==> src/rtl/alu_pkg.sv <==
// Shared op-codes and FSM state encoding for the handshaked sequential ALU.
// Latency: none (declarations only); backpressure: not applicable.
package alu_pkg;

   localparam logic [2:0] OP_AND = 3'b000;
   localparam logic [2:0] OP_OR  = 3'b001;
   localparam logic [2:0] OP_ADD = 3'b010;
   localparam logic [2:0] OP_MUL = 3'b011;
   localparam logic [2:0] OP_XOR = 3'b100;
   localparam logic [2:0] OP_NOR = 3'b101;
   localparam logic [2:0] OP_SUB = 3'b110;
   localparam logic [2:0] OP_SLT = 3'b111;

   typedef enum logic [1:0] {
      ST_IDLE = 2'd0,
      ST_MUL  = 2'd1,
      ST_DONE = 2'd2
   } state_t;

endpackage

==> src/rtl/alu_comb.sv <==
// Single-cycle logic/add/sub/slt unit; purely combinational, no backpressure.
// MUL is not handled here and yields all-zero outputs.
module alu_comb #(
   parameter int WIDTH = 8
) (
   input  logic [WIDTH-1:0] a_i,
   input  logic [WIDTH-1:0] b_i,
   input  logic [2:0]       op_i,
   output logic [WIDTH-1:0] z_o,
   output logic             cout_o,
   output logic             ovf_o
);
   import alu_pkg::*;

   logic [WIDTH:0] sum;
   logic [WIDTH:0] dif;
   logic           ovf_add;
   logic           ovf_sub;
   logic           lt;

   assign sum = {1'b0, a_i} + {1'b0, b_i};
   // Carry out of a + ~b + 1 is the "no borrow" indication.
   assign dif = {1'b0, a_i} + {1'b0, ~b_i} + {{WIDTH{1'b0}}, 1'b1};

   assign ovf_add = (a_i[WIDTH-1] == b_i[WIDTH-1]) && (sum[WIDTH-1] != a_i[WIDTH-1]);
   assign ovf_sub = (a_i[WIDTH-1] != b_i[WIDTH-1]) && (dif[WIDTH-1] != a_i[WIDTH-1]);
   assign lt      = dif[WIDTH-1] ^ ovf_sub;

   always_comb begin
      z_o    = '0;
      cout_o = 1'b0;
      ovf_o  = 1'b0;
      case (op_i)
         OP_AND: z_o = a_i & b_i;
         OP_OR:  z_o = a_i | b_i;
         OP_XOR: z_o = a_i ^ b_i;
         OP_NOR: z_o = ~(a_i | b_i);
         OP_ADD: begin
            z_o    = sum[WIDTH-1:0];
            cout_o = sum[WIDTH];
            ovf_o  = ovf_add;
         end
         OP_SUB: begin
            z_o    = dif[WIDTH-1:0];
            cout_o = dif[WIDTH];
            ovf_o  = ovf_sub;
         end
         OP_SLT: begin
            z_o    = {{(WIDTH-1){1'b0}}, lt};
            cout_o = dif[WIDTH];
         end
         default: ;
      endcase
   end

endmodule

==> src/rtl/seq_alu.sv <==
// Handshaked ALU: latency 1 (MUL: WIDTH+1, one shift-add step per cycle), result
// held in DONE until out_ready; in_ready only in IDLE so issue interval is >= 2.
module seq_alu #(
   parameter int WIDTH  = 8,
   parameter bit MUL_EN = 1'b1
) (
   input  logic             clk,
   input  logic             rst,
   input  logic             in_valid,
   output logic             in_ready,
   input  logic [WIDTH-1:0] a,
   input  logic [WIDTH-1:0] b,
   input  logic [2:0]       op,
   output logic             out_valid,
   input  logic             out_ready,
   output logic [WIDTH-1:0] z,
   output logic             zero,
   output logic             cout,
   output logic             ovf
);
   import alu_pkg::*;

   localparam int CW = $clog2(WIDTH + 1);

   state_t           state_q;
   logic [WIDTH-1:0] z_q;
   logic             zero_q;
   logic             cout_q;
   logic             ovf_q;
   logic             out_valid_q;

   logic [WIDTH-1:0] comb_z;
   logic             comb_cout;
   logic             comb_ovf;
   logic             accept;
   logic             mul_start;
   logic             mul_done;
   logic [WIDTH-1:0] mul_z;
   logic             mul_hi;
   logic [WIDTH-1:0] res_z_d;
   logic             res_cout_d;
   logic             res_ovf_d;

   alu_comb #(.WIDTH(WIDTH)) u_comb (
      .a_i    (a),
      .b_i    (b),
      .op_i   (op),
      .z_o    (comb_z),
      .cout_o (comb_cout),
      .ovf_o  (comb_ovf)
   );

   assign in_ready  = (state_q == ST_IDLE) && !rst;
   assign accept    = in_valid && in_ready;
   assign mul_start = accept && (op == OP_MUL) && MUL_EN;

   generate
      if (MUL_EN) begin : g_mul
         logic [2*WIDTH-1:0] mcand_q;
         logic [2*WIDTH-1:0] acc_q;
         logic [2*WIDTH-1:0] acc_d;
         logic [WIDTH-1:0]   mplier_q;
         logic [CW-1:0]      cnt_q;

         assign acc_d = mplier_q[0] ? (acc_q + mcand_q) : acc_q;

         always_ff @(posedge clk) begin
            if (rst) begin
               mcand_q  <= '0;
               acc_q    <= '0;
               mplier_q <= '0;
               cnt_q    <= '0;
            end else if (mul_start) begin
               mcand_q  <= {{WIDTH{1'b0}}, a};
               mplier_q <= b;
               acc_q    <= '0;
               cnt_q    <= '0;
            end else if (state_q == ST_MUL) begin
               acc_q    <= acc_d;
               mcand_q  <= mcand_q << 1;
               mplier_q <= mplier_q >> 1;
               cnt_q    <= cnt_q + CW'(1);
            end
         end

         // The last step's sum is taken straight from acc_d so DONE is reached after WIDTH steps.
         assign mul_done = (cnt_q == CW'(WIDTH - 1));
         assign mul_z    = acc_d[WIDTH-1:0];
         assign mul_hi   = |acc_d[2*WIDTH-1:WIDTH];
      end else begin : g_nomul
         assign mul_done = 1'b1;
         assign mul_z    = '0;
         assign mul_hi   = 1'b0;
      end
   endgenerate

   always_comb begin
      res_z_d    = comb_z;
      res_cout_d = comb_cout;
      res_ovf_d  = comb_ovf;
      if (state_q == ST_MUL) begin
         res_z_d    = mul_z;
         res_cout_d = mul_hi;
         res_ovf_d  = 1'b0;
      end
   end

   always_ff @(posedge clk) begin
      if (rst) begin
         state_q     <= ST_IDLE;
         z_q         <= '0;
         zero_q      <= 1'b0;
         cout_q      <= 1'b0;
         ovf_q       <= 1'b0;
         out_valid_q <= 1'b0;
      end else begin
         case (state_q)
            ST_IDLE: begin
               if (mul_start) begin
                  state_q <= ST_MUL;
               end else if (accept) begin
                  state_q     <= ST_DONE;
                  out_valid_q <= 1'b1;
                  z_q         <= res_z_d;
                  zero_q      <= (res_z_d == '0);
                  cout_q      <= res_cout_d;
                  ovf_q       <= res_ovf_d;
               end
            end
            ST_MUL: begin
               if (mul_done) begin
                  state_q     <= ST_DONE;
                  out_valid_q <= 1'b1;
                  z_q         <= res_z_d;
                  zero_q      <= (res_z_d == '0);
                  cout_q      <= res_cout_d;
                  ovf_q       <= res_ovf_d;
               end
            end
            ST_DONE: begin
               if (out_ready) begin
                  state_q     <= ST_IDLE;
                  out_valid_q <= 1'b0;
               end
            end
            default: state_q <= ST_IDLE;
         endcase
      end
   end

   assign out_valid = out_valid_q;
   assign z         = z_q;
   assign zero      = zero_q;
   assign cout      = cout_q;
   assign ovf       = ovf_q;

endmodule

==> config.mk <==
export PLATFORM = sky130hd
export DESIGN_NAME = seq_alu
export DESIGN_NICKNAME = d
export VERILOG_FILES = /design/src/rtl/alu_pkg.sv /design/src/rtl/alu_comb.sv /design/src/rtl/seq_alu.sv
export SDC_FILE = /design/constraint.sdc
export NUM_CORES = 1
export LEC_CHECK = 0
export CELL_PAD_IN_SITES_DETAIL_PLACEMENT = 2
export CELL_PAD_IN_SITES_GLOBAL_PLACEMENT = 2
export CORE_MARGIN = 1.5
export CORE_UTILIZATION = 30
export CTS_CLUSTER_SIZE = 14
export DETAILED_ROUTE_END_ITERATION = 12
export GPL_TIMING_DRIVEN = 0
export PLACE_DENSITY_LB_ADDON = 0.1
export SLEW_MARGIN = 15
export SYNTH_ARGS = -nofsm -noshare
export SYNTH_HDL_FRONTEND = slang
export SYNTH_SLANG_ARGS = --single-unit
==> constraint.sdc <==
create_clock -name clk -period 3.35 [get_ports clk]
set_clock_uncertainty 0.1 [all_clocks]
set_input_delay 0.335 -clock clk [delete_from_list [all_inputs] [get_ports clk]]
set_output_delay 0.335 -clock clk [all_outputs]
set_load 0.03 [all_outputs]
==> metrics.csv <==
metric,value,unit
path_clk_slew,60,ps
synth-compound-area-share,0.280,
finalSetupViolCount,0,
yosys_most_used_dff,dfxtp_1,
hold_viol,0,
yosysSeqAreaShare,0.249,
r2r-end,z[4],
syn-cell-area,4670,um2
end_kind,flop,
dr.pass1.iters,4,
r2r-start,g_mul.mcand_q[0],
synth_cell_type_count,69,
reg2reg_slack,260,ps
placeableCoreArea,15200,um2
start_kind,flop,
io_pins,36,
fillCellCount,1767,
grt_pass1_wl,29800,um
start_util,0.307,
synthXorXnorAreaFrac,0.0375,
setup_ws,257,ps
track_usage,0.237,
drive_gt1_frac,0.0833,
clock_path_buffers,2,
gp_congestion,0.821,
cts_sinks,58,
htree_num_levels,3,
drt_iter0_drc,179,
crit_fanout,3,
yosysWarnings,0,
layout_commonest_cell,nand2_1,
syn_to_final_growth,20.4,%
synthMuxAreaShare,0.0244,
max_freq,0.323,GHz
die_h,128,um
crit_path_max_incr_delay,570,ps
cts_tree,yes,
netlist_instances,621,
synth-edff-count,0,
p_per_area,379,nW/um2
synth_top_family_by_area,compound AO/OA/AOI/OAI gates,
num_vias,4837,
crit_type,flop to flop,
wl,18400,um
synth_fp_nets,688,
via_per_inst,5.62,
crit_required,3520,ps
post-route-period-util,0.923,
worstHoldPathType,primary input to flop,
layout_common_cells,"nand2_1, a21oi_1, nor2_1",
grt_start_max_net_pins,12,
p_leak,2.14,nW
startpoint,g_mul.mcand_q[0],
critPathSlowestCell,o31ai_1,
num_antenna_cells,0,
fin_hold_ws,217,ps
drc,0,
register_area,1160,um2
place_ws,-781,ps
dp_hpwl,14600,um
synth_fa_ha_area_frac,0.124,
peakVddDrop,0.234,mV
detail-route-antenna-nets,0,
antenna_found_initial,0,
synth_seq_cells,58,
grt_pass1_vias,5313,
cts_made_buffers,9,
worstMarginPinSlew,828,ps
synthArstFlopShare,0,
yosys.area_share.simple,0.226,
cap_violations,0,
num_rows,45,
maxSlewHeadroom,0.446,
worstPathCellList,ha_1 -> inv_1 -> fa_1 -> nor2b_1 -> o21a_1 -> nor3_1 -> o31ai_1 -> o21ai_0 -> nand2b_1 -> a21oi_1,
fin_nets,734,
clkLatencyLatePin,340,ps
status,"finished, final reports clean",
root_buffer,clkbuf_16,
port_buffers,35,
rsz0062_at_grt,false,
syn_avg_cell_area,7.52,um2
slew_viol_final,0,
ctsHoldBuffers,0,
multi_input_area,3310,um2
wl_per_cell,21.4,um
die_area,16300,um2
fp.dieW,128,um
crit_path_end,z[4],
grt-ovfl-total,0,
cp.arrival,3270,ps
ff2ff_path_depth,10,
period_minus_slack,3090,ps
==> metrics by stage <==
stage	util	setup TNS (ps)	cell area [um2]	std cells	power (mW)
2_1_floorplan	-	0	4670	621	1.04
3_3_place_gp	0.346	-2300	5250	844	1.22
3_5_place_dp	0.346	-2650	5250	844	1.24
4_1_cts	0.366	0	5560	858	2.13
5_1_grt	0.370	0	5620	860	2.22
6_report	0.370	0	5620	860	2.13
==> what timing repair did <==
action / 4_1_cts / 5_1_grt
pin swaps: 2 / 7
endpoints found under the setup margin: 3 / 3
buffers inserted: 1 / 3
resized for setup: 19 / 22
==> flip-flops by register name, summed over array words and instances, names as in the netlist <==
register and flops:
g_mul.mplier_q 8, zero 1, ovf 1, g_mul.cnt_q 4
z 8, state_q 2, cout 1, g_mul.acc_q 16
out_valid 1, g_mul.mcand_q 16
==> routing by layer <==
| metal | up-vias | GRT usage | routed length [um] |
|---|---|---|---|
| met3 | 18 | 0.0280 | 338 |
| li1 | 2320 | - | - |
| met4 | 0 | 0.0681 | 293 |
| met2 | 45 | 0.429 | 9250 |
| met5 | - | 0 | 0 |
| met1 | 2454 | 0.295 | 8500 |
==> cell families (layout without fill, tap and decap cells) <==
| family | count (synthesis) | in the layout |
|---|---|---|
| buf+inv | 70 | 121 |
| xor+xnor | 20 | 20 |
| simple gates | 226 | 226 |
| compound gates | 192 | 192 |
| fa+ha+maj | 44 | 44 |
| flops | 58 | 58 |
| mux | 11 | 11 |
==> report_power, final <==
group | total [mW] | switching [mW] | internal, mW
clock | 0.886 | 0.366 | 0.520
sequential | 0.729 | 0.0172 | 0.712
combinational | 0.516 | 0.321 | 0.195
total | 2.13 | 0.704 | 1.43
==> synthesized netlist by cell type (all sizes together), types with 10 or more instances <==
| cell type | count | area (um2) |
|---|---|---|
| dfxtp | 58 | 1160 |
| clkbuf | 26 | 97.6 |
| nor2 | 62 | 233 |
| inv | 30 | 113 |
| nand3 | 13 | 65.1 |
| a21oi | 65 | 329 |
| ha | 40 | 500 |
| o21a | 10 | 76.3 |
| xnor2 | 13 | 114 |
| buf | 14 | 62.6 |
| a211oi | 16 | 120 |
| o21ai | 24 | 120 |
| nand2 | 84 | 315 |
==> critical path, delay by kind of cell (launching register included) <==
| family | cells | cell delay (ps) |
|---|---|---|
| AOI/OAI and AO/OA | 4 | 1300 |
| adders and majority gates | 2 | 610 |
| and+or+nand+nor | 3 | 560 |
| DFF | 1 | 390 |
| buffers and inverters | 1 | 60 |
==> worst min path at each step <==
stage                                  from                end  cells past startpoint
after floorplan           g_mul.mplier_q[2]  g_mul.mplier_q[2]                      2
after detailed placement               z[2]               z[2]                      2
after CTS                              z[2]               z[2]                      2
final                                  a[0]   g_mul.mcand_q[0]                      3
after global placement    g_mul.mplier_q[4]  g_mul.mplier_q[4]                      2
after global routing                   a[0]   g_mul.mcand_q[0]                      3
==> area by class of cell <==
| class | instances | share of cell area |
|---|---|---|
| Buffer | 36 | 0.0258 |
| Clock buffer | 10 | 0.0425 |
| Clock inverter | 6 | 0.00735 |
| Inverter | 30 | 0.0205 |
| Multi-Input combinational cell | 493 | 0.590 |
| Sequential cell | 58 | 0.207 |
| Tap cell | 188 | 0.0419 |
| Timing Repair Buffer | 39 | 0.0655 |
No activity file was read; power rests on OpenSTA's default activity.
